$ cat config.mk
export PLATFORM = sky130hd
export DESIGN_NAME = div_sqrt_mant_iter_mvp
export DESIGN_NICKNAME = d
export VERILOG_FILES = /design/src/rtl/defs_div_sqrt_mvp.sv /design/src/rtl/div_sqrt_iter_step_mvp.sv /design/src/rtl/div_sqrt_mant_iter_mvp.sv
export SDC_FILE = /design/constraint.sdc
export NUM_CORES = 2
export LEC_CHECK = 0
export BUFFER_PORTS_ARGS = -buffer_cell sky130_fd_sc_hd__buf_2
export CORE_MARGIN = 2
export CORE_UTILIZATION = 55
export CTS_BUF_LIST = sky130_fd_sc_hd__clkbuf_4 sky130_fd_sc_hd__clkbuf_8
export DETAILED_ROUTE_END_ITERATION = 8
export GPL_TIMING_DRIVEN = 1
export HOLD_SLACK_MARGIN = 0.05
export PLACE_DENSITY_LB_ADDON = 0.1
export SYNTH_ARGS = -nofsm -noshare
export SYNTH_HDL_FRONTEND = slang
export SYNTH_SLANG_ARGS = --single-unit
$ cat constraint.sdc
create_clock -name Clk_CI -period 17.7 [get_ports Clk_CI]
set_input_delay 2.655 -clock Clk_CI [delete_from_list [all_inputs] [get_ports Clk_CI]]
set_output_delay 2.655 -clock Clk_CI [all_outputs]
set_load 0.1 [all_outputs]
$ cat src/rtl/defs_div_sqrt_mvp.sv
// rtl/defs_div_sqrt_mvp.sv - shared types and constants for the div_sqrt_mvp family.
package defs_div_sqrt_mvp;

  typedef enum logic [1:0] {
    IDLE = 2'd0,
    ITER = 2'd1,
    DONE = 2'd2
  } div_sqrt_fsm_e;

  localparam int C_ITER_PER_CYCLE_MAX = 4;

  localparam int C_MANT_FP64    = 53;
  localparam int C_MANT_FP32    = 24;
  localparam int C_MANT_FP16    = 11;
  localparam int C_MANT_FP16ALT = 8;

  // ITER cycles needed for P precision bits (P+2 result bits).
  function automatic int iter_cycles(input int prec_bits, input int iter_per_cycle);
    return (prec_bits + 2 + iter_per_cycle - 1) / iter_per_cycle;
  endfunction

endpackage

$ cat src/rtl/div_sqrt_iter_step_mvp.sv
// rtl/div_sqrt_iter_step_mvp.sv - one combinational radix-2 restoring divide/sqrt step.
module div_sqrt_iter_step_mvp #(
  parameter int RW = 58
) (
  input  logic [RW-1:0] rem_i,
  input  logic [RW-1:0] den_i,
  input  logic [1:0]    rad_i,
  input  logic          op_i,
  input  logic          en_i,
  output logic [RW-1:0] rem_o,
  output logic          q_o
);

  logic [RW-1:0] cmp;
  logic [RW-1:0] trial;
  logic [RW-1:0] diff;
  logic [RW-1:0] sel;
  logic          ge;

  // sqrt brings down two radicand bits and tries 4*root+1; divide tries the divisor
  always_comb begin
    cmp   = op_i ? {rem_i[RW-3:0], rad_i} : rem_i;
    trial = op_i ? {den_i[RW-3:0], 2'b01} : den_i;
    ge    = (cmp >= trial);
    diff  = cmp - trial;
    sel   = ge ? diff : cmp;
    q_o   = en_i & ge;
    if (!en_i) begin
      rem_o = rem_i;
    end else if (op_i) begin
      rem_o = sel;
    end else begin
      rem_o = {sel[RW-2:0], 1'b0};
    end
  end

endmodule

$ cat src/rtl/div_sqrt_mant_iter_mvp.sv
// rtl/div_sqrt_mant_iter_mvp.sv - iterative mantissa divide/sqrt core with
// run-time precision control and ITER_PER_CYCLE chained radix-2 steps.
module div_sqrt_mant_iter_mvp
  import defs_div_sqrt_mvp::*;
#(
  parameter int MANT_W         = 53,
  parameter int ITER_PER_CYCLE = 2,
  parameter int PC_W           = 6
) (
  input  logic              Clk_CI,
  input  logic              Rst_RI,
  input  logic              Start_SI,
  input  logic              Kill_SI,
  input  logic              Op_SI,
  input  logic              ExpOdd_SI,
  input  logic [PC_W-1:0]   PrecCtl_SI,
  input  logic [MANT_W-1:0] MantA_DI,
  input  logic [MANT_W-1:0] MantB_DI,
  input  logic              Ready_SI,
  output logic              Busy_SO,
  output logic              Done_SO,
  output logic [MANT_W+1:0] Quot_DO,
  output logic              Sticky_SO
);

  localparam int QW    = MANT_W + 2;
  localparam int RW    = MANT_W + 5;
  localparam int SW    = 2 * QW;
  localparam int CNT_W = $clog2(QW + 1);

  div_sqrt_fsm_e state_q, state_d;
  logic             load;
  logic             last_cyc;
  logic             op_q;
  logic [CNT_W-1:0] n_q, c_q, cyc_q;
  logic [CNT_W-1:0] n_start, c_start;
  logic [RW-1:0]    rem_q, den_q;
  logic [QW-1:0]    root_q, quot_q;
  logic [SW-1:0]    rad_q, rad_start;
  logic [MANT_W:0]  x_start;
  logic             sticky_q;

  logic [RW-1:0]    rem_fin;
  logic [QW-1:0]    root_fin;
  logic [SW-1:0]    rad_fin;

  // P of 0 or above MANT_W selects full precision
  always_comb begin
    if (PrecCtl_SI == '0 || int'(PrecCtl_SI) > MANT_W) begin
      n_start = CNT_W'(QW);
    end else begin
      n_start = CNT_W'(PrecCtl_SI) + CNT_W'(2);
    end
    c_start   = CNT_W'(iter_cycles(int'(n_start) - 2, ITER_PER_CYCLE));
    x_start   = ExpOdd_SI ? {MantA_DI, 1'b0} : {1'b0, MantA_DI};
    rad_start = {x_start, {(SW - MANT_W - 1){1'b0}}};
  end

  for (genvar j = 0; j < ITER_PER_CYCLE; j++) begin : g_step
    logic [RW-1:0] rem_in, rem_out, den;
    logic [QW-1:0] root_in, root_out;
    logic [SW-1:0] rad_in, rad_out;
    logic          en, q;

    if (j == 0) begin : g_head
      assign rem_in  = rem_q;
      assign root_in = root_q;
      assign rad_in  = rad_q;
    end else begin : g_link
      assign rem_in  = g_step[j-1].rem_out;
      assign root_in = g_step[j-1].root_out;
      assign rad_in  = g_step[j-1].rad_out;
    end

    // steps past the last requested bit leave all state untouched
    assign en  = (int'(cyc_q) * ITER_PER_CYCLE + j) < int'(n_q);
    assign den = op_q ? RW'(root_in) : den_q;

    div_sqrt_iter_step_mvp #(.RW(RW)) u_step (
      .rem_i (rem_in),
      .den_i (den),
      .rad_i (rad_in[SW-1 -: 2]),
      .op_i  (op_q),
      .en_i  (en),
      .rem_o (rem_out),
      .q_o   (q)
    );

    assign root_out = en ? {root_in[QW-2:0], q} : root_in;
    assign rad_out  = en ? {rad_in[SW-3:0], 2'b00} : rad_in;
  end

  assign rem_fin  = g_step[ITER_PER_CYCLE-1].rem_out;
  assign root_fin = g_step[ITER_PER_CYCLE-1].root_out;
  assign rad_fin  = g_step[ITER_PER_CYCLE-1].rad_out;
  assign last_cyc = ((cyc_q + 1'b1) == c_q);

  always_comb begin
    state_d = state_q;
    load    = 1'b0;
    case (state_q)
      IDLE: begin
        if (Start_SI && !Kill_SI) begin
          load    = 1'b1;
          state_d = ITER;
        end
      end
      ITER: begin
        if (Kill_SI) begin
          state_d = IDLE;
        end else if (last_cyc) begin
          state_d = DONE;
        end
      end
      DONE: begin
        if (Kill_SI || Ready_SI) begin
          state_d = IDLE;
        end
      end
      default: state_d = IDLE;
    endcase
  end

  always_ff @(posedge Clk_CI) begin
    if (Rst_RI) begin
      state_q  <= IDLE;
      op_q     <= 1'b0;
      n_q      <= '0;
      c_q      <= '0;
      cyc_q    <= '0;
      rem_q    <= '0;
      den_q    <= '0;
      root_q   <= '0;
      rad_q    <= '0;
      quot_q   <= '0;
      sticky_q <= 1'b0;
    end else begin
      state_q <= state_d;
      if (load) begin
        op_q     <= Op_SI;
        n_q      <= n_start;
        c_q      <= c_start;
        cyc_q    <= '0;
        rem_q    <= Op_SI ? '0 : RW'(MantA_DI);
        den_q    <= RW'(MantB_DI);
        root_q   <= '0;
        rad_q    <= Op_SI ? rad_start : '0;
        quot_q   <= '0;
        sticky_q <= 1'b0;
      end else if (state_q == ITER && !Kill_SI) begin
        rem_q  <= rem_fin;
        root_q <= root_fin;
        rad_q  <= rad_fin;
        cyc_q  <= cyc_q + 1'b1;
        if (last_cyc) begin
          quot_q   <= root_fin << (CNT_W'(QW) - n_q);
          // unconsumed radicand bits also make a sqrt inexact
          sticky_q <= op_q ? ((rem_fin != '0) || (rad_fin != '0)) : (rem_fin != '0);
        end
      end
    end
  end

  assign Busy_SO   = (state_q != IDLE);
  assign Done_SO   = (state_q == DONE);
  assign Quot_DO   = quot_q;
  assign Sticky_SO = sticky_q;

  a_mant_msb : assert property (@(posedge Clk_CI) disable iff (Rst_RI)
    load |-> (MantA_DI[MANT_W-1] && (Op_SI || MantB_DI[MANT_W-1])));

endmodule

==> results.txt <==
Mapped Nets: 5527
Mean Syn Cell Area: 6.71 µm²
Share of cells above drive strength 1: 0.100
Critical Path Source: op_q
Die height: 258 µm
Worst hold slack: 447 ps
Core Area: 64000 µm²
Final min period: 12770 ps
Initial antenna violation count: 3
Setup TNS: 0 ps
CTS resizes: 0
Worst clock skew: 68.9 ps
Max-Cap Viols: 3
Placer Congestion: 1.08
CP dominant cell by count: buf_4
Max rail drop VDD: 152 µV
Post-Synthesis Cell Area: 35400 µm²
Met2 Use GR: 0.640
Synth Instances: 5279
Top Ports: 177
Final setup viols: 0
Post-synthesis register bit count: 353
Total Nets Final: 5399
Fin crit share: 0.721
Worst-path clk slew: 60 ps
Die area: 66400 µm²
DR vias: 41.7k
Req. time, crit path: 18260 ps
WL final: 158 mm
CP arrival: 13320 ps
Cell with the largest stage delay on the worst path: buf_4
Reg2reg start: op_q
Area post-placement: 36300 µm²
Critical path type: register to register
DIE WIDTH: 258 µm
Crit path launch type: register
Total gr overflow: 0
Yosys top cell by area: dfxtp_1
CP endpoint kind: register
Max Fanout on Critical Path: 78
Min-Delay Path Class: register to register
Number of global-route vias before repair: 36.8k
Most used routing layer: met2
Hold path start: Quot_DO[27]
Setup bufs post-CTS: 0
RSZ-0062 raised after global routing: no
Inserted Clock Buffers: 70
Gr usage total: 0.453
Final ANT Viol Nets: 0
M3 GR Usage: 0.172
Final core utilization: 0.591
CTS tree: built
Post-synth EDFFs: 0
# fillers: 6385
# clock sinks: 353
Met1 Track Usage GR: 0.596
Synth top area share: 0.200
Failing checks: DRC, capacitance limit, slew limit
Port buffer count: 176
Synth top area cells: dfxtp_1, a21oi_1, nand2_1, nor2_1, mux2i_1
Outcome: complete, but fails checks
Syn. warnings: 0
Main synth FF type: dfxtp_1
Netlist cell types: 104
Final Hold Vio Count: 0
DRT Pass-1 Iters: 9
Family with the most delay on the worst path: simple AND/OR/NAND/NOR gates
Pwr Density: 160 nW/µm²
Synth async-reset ratio: 0
Fmax: 78.3 MHz
DR vias/cell: 6.88
Final instance area: 37800 µm²
DR WL/cell: 26.0 µm
Buf+Inv Stages, Crit Path: 4
Max Slew Vio Count: 7
Clock Tree Buf Depth: 3
Std cell rows: 93
Area Overhead vs Synth: 6.78%
First-pass GRT wire length: 232 mm
H-tree depth: 3
Pin slew with the least headroom to its limit: 1590 ps
Post-CTS Hold Buffers: 0
DRC violations left: 13
Register area share after synthesis: 0.200
Initial Util: 0.553
HPWL Detailed: 117 mm
Static leakage: 14.9 nW
Root Buffer: clkbuf_8
Largest net degree at the start of global routing: 204
Clock latency on the worst-skew pair: 720 ps
Worst path max stage delay: 810 ps
DRT iter0 DRCs: 6685
Slew headroom: -0.0685
## metal layers
layer  wire length, µm  vias up  share of wire
met3             23100      462           0.15
met1             62100    19500           0.39
met4              9570        0          0.061
li1                  -    19100              -
met2             62800     2634           0.40
met5                 0        -              0
## sequential cells by signal (all words and copies together), names as in the netlist, 2 cells and up
signal          count
g_step.rad_in     110
g_step.rem_in      58
Quot_DO            55
g_step.root_in     55
den_q              53
c_q                 6
cyc_q               6
n_q                 6
state_q             2
## where the power goes
group / internal, mW / switching, mW
clock: 0.533 / 0.408
sequential: 0.834 / 0.0660
combinational: 1.38 / 2.81
## final cells by class
class                      instances  area (µm²)  area share
tap                              855        1070      0.0283
inverter                         143         539      0.0143
sequential                       353        7070       0.187
antenna                            1        2.50   0.0000662
clock buffer                     105        1310      0.0348
timing repair buffer             238        1410      0.0372
clock inverter                    13         201     0.00533
multi-input combinational       4345       26200       0.693
## layout by cell type (no fill, tap or decap), drive strengths merged, types with 66 or more instances in the layout
cell type	n
nand2	714
a211oi	73
buf	237
nor3	113
inv	144
o22ai	152
a21o	84
nand3	144
nor2	695
xnor2	71
a21oi	600
o211ai	92
dfxtp	353
mux2i	172
mux2	66
clkbuf	106
o21ai	345
ha	127
a22oi	72
## path summary, 6_finish.rpt
check,endpoint,slack [ps],depth (start not counted)
setup / recovery,Sticky_SO,4930,32
hold / removal,Quot_DO[27],450,2
setup reg to reg,Sticky_SO,4930,32
hold reg to reg,Quot_DO[27],450,2
## synthesized netlist by cell type (43+ instances only)
| library cell | number |
|---|---|
| nor3_1 | 112 |
| clkbuf_1 | 353 |
| inv_1 | 137 |
| a22oi_1 | 72 |
| nand4_1 | 51 |
| mux2_2 | 65 |
| dfxtp_1 | 353 |
| a31oi_1 | 44 |
| o211ai_1 | 90 |
| xnor2_1 | 71 |
| or3_1 | 43 |
| xor2_1 | 47 |
| a21oi_1 | 599 |
| ha_1 | 127 |
| a211oi_1 | 73 |
| mux2i_1 | 172 |
| a21o_1 | 84 |
| o22ai_1 | 152 |
| a221oi_1 | 60 |
| buf_1 | 49 |
| nor2_1 | 693 |
| nand2_1 | 712 |
| o21ai_0 | 334 |
| nand3_1 | 143 |
## cells by family after synthesis
logic type / count (synthesis) / share of synthesized area
compound gates: 1870 / 0.341
mux: 245 / 0.0742
simple gates: 1982 / 0.246
buf+inv: 581 / 0.0636
flops: 353 / 0.200
xor+xnor: 118 / 0.0292
fa+ha+maj: 130 / 0.0463
## per-stage QoR
| stage | power (mW) | setup WS [ps] | cells |
|---|---|---|---|
| 6_report | 6.03 | 4930 | 6053 |
| 3_5_place_dp | 4.86 | 5550 | 5934 |
| 5_1_grt | 6.29 | 4530 | 6053 |
| 2_1_floorplan | 3.70 | 5780 | 5279 |
| 3_3_place_gp | 4.87 | 5710 | 5934 |
| 4_1_cts | 5.81 | 5540 | 6052 |
## tightest hold or removal path: stages, from the launching register on
cell and delay [ps]:
dfxtp_1 310, nand2_1 50, nand2_1 40
Power figures use the tool's default switching activity.
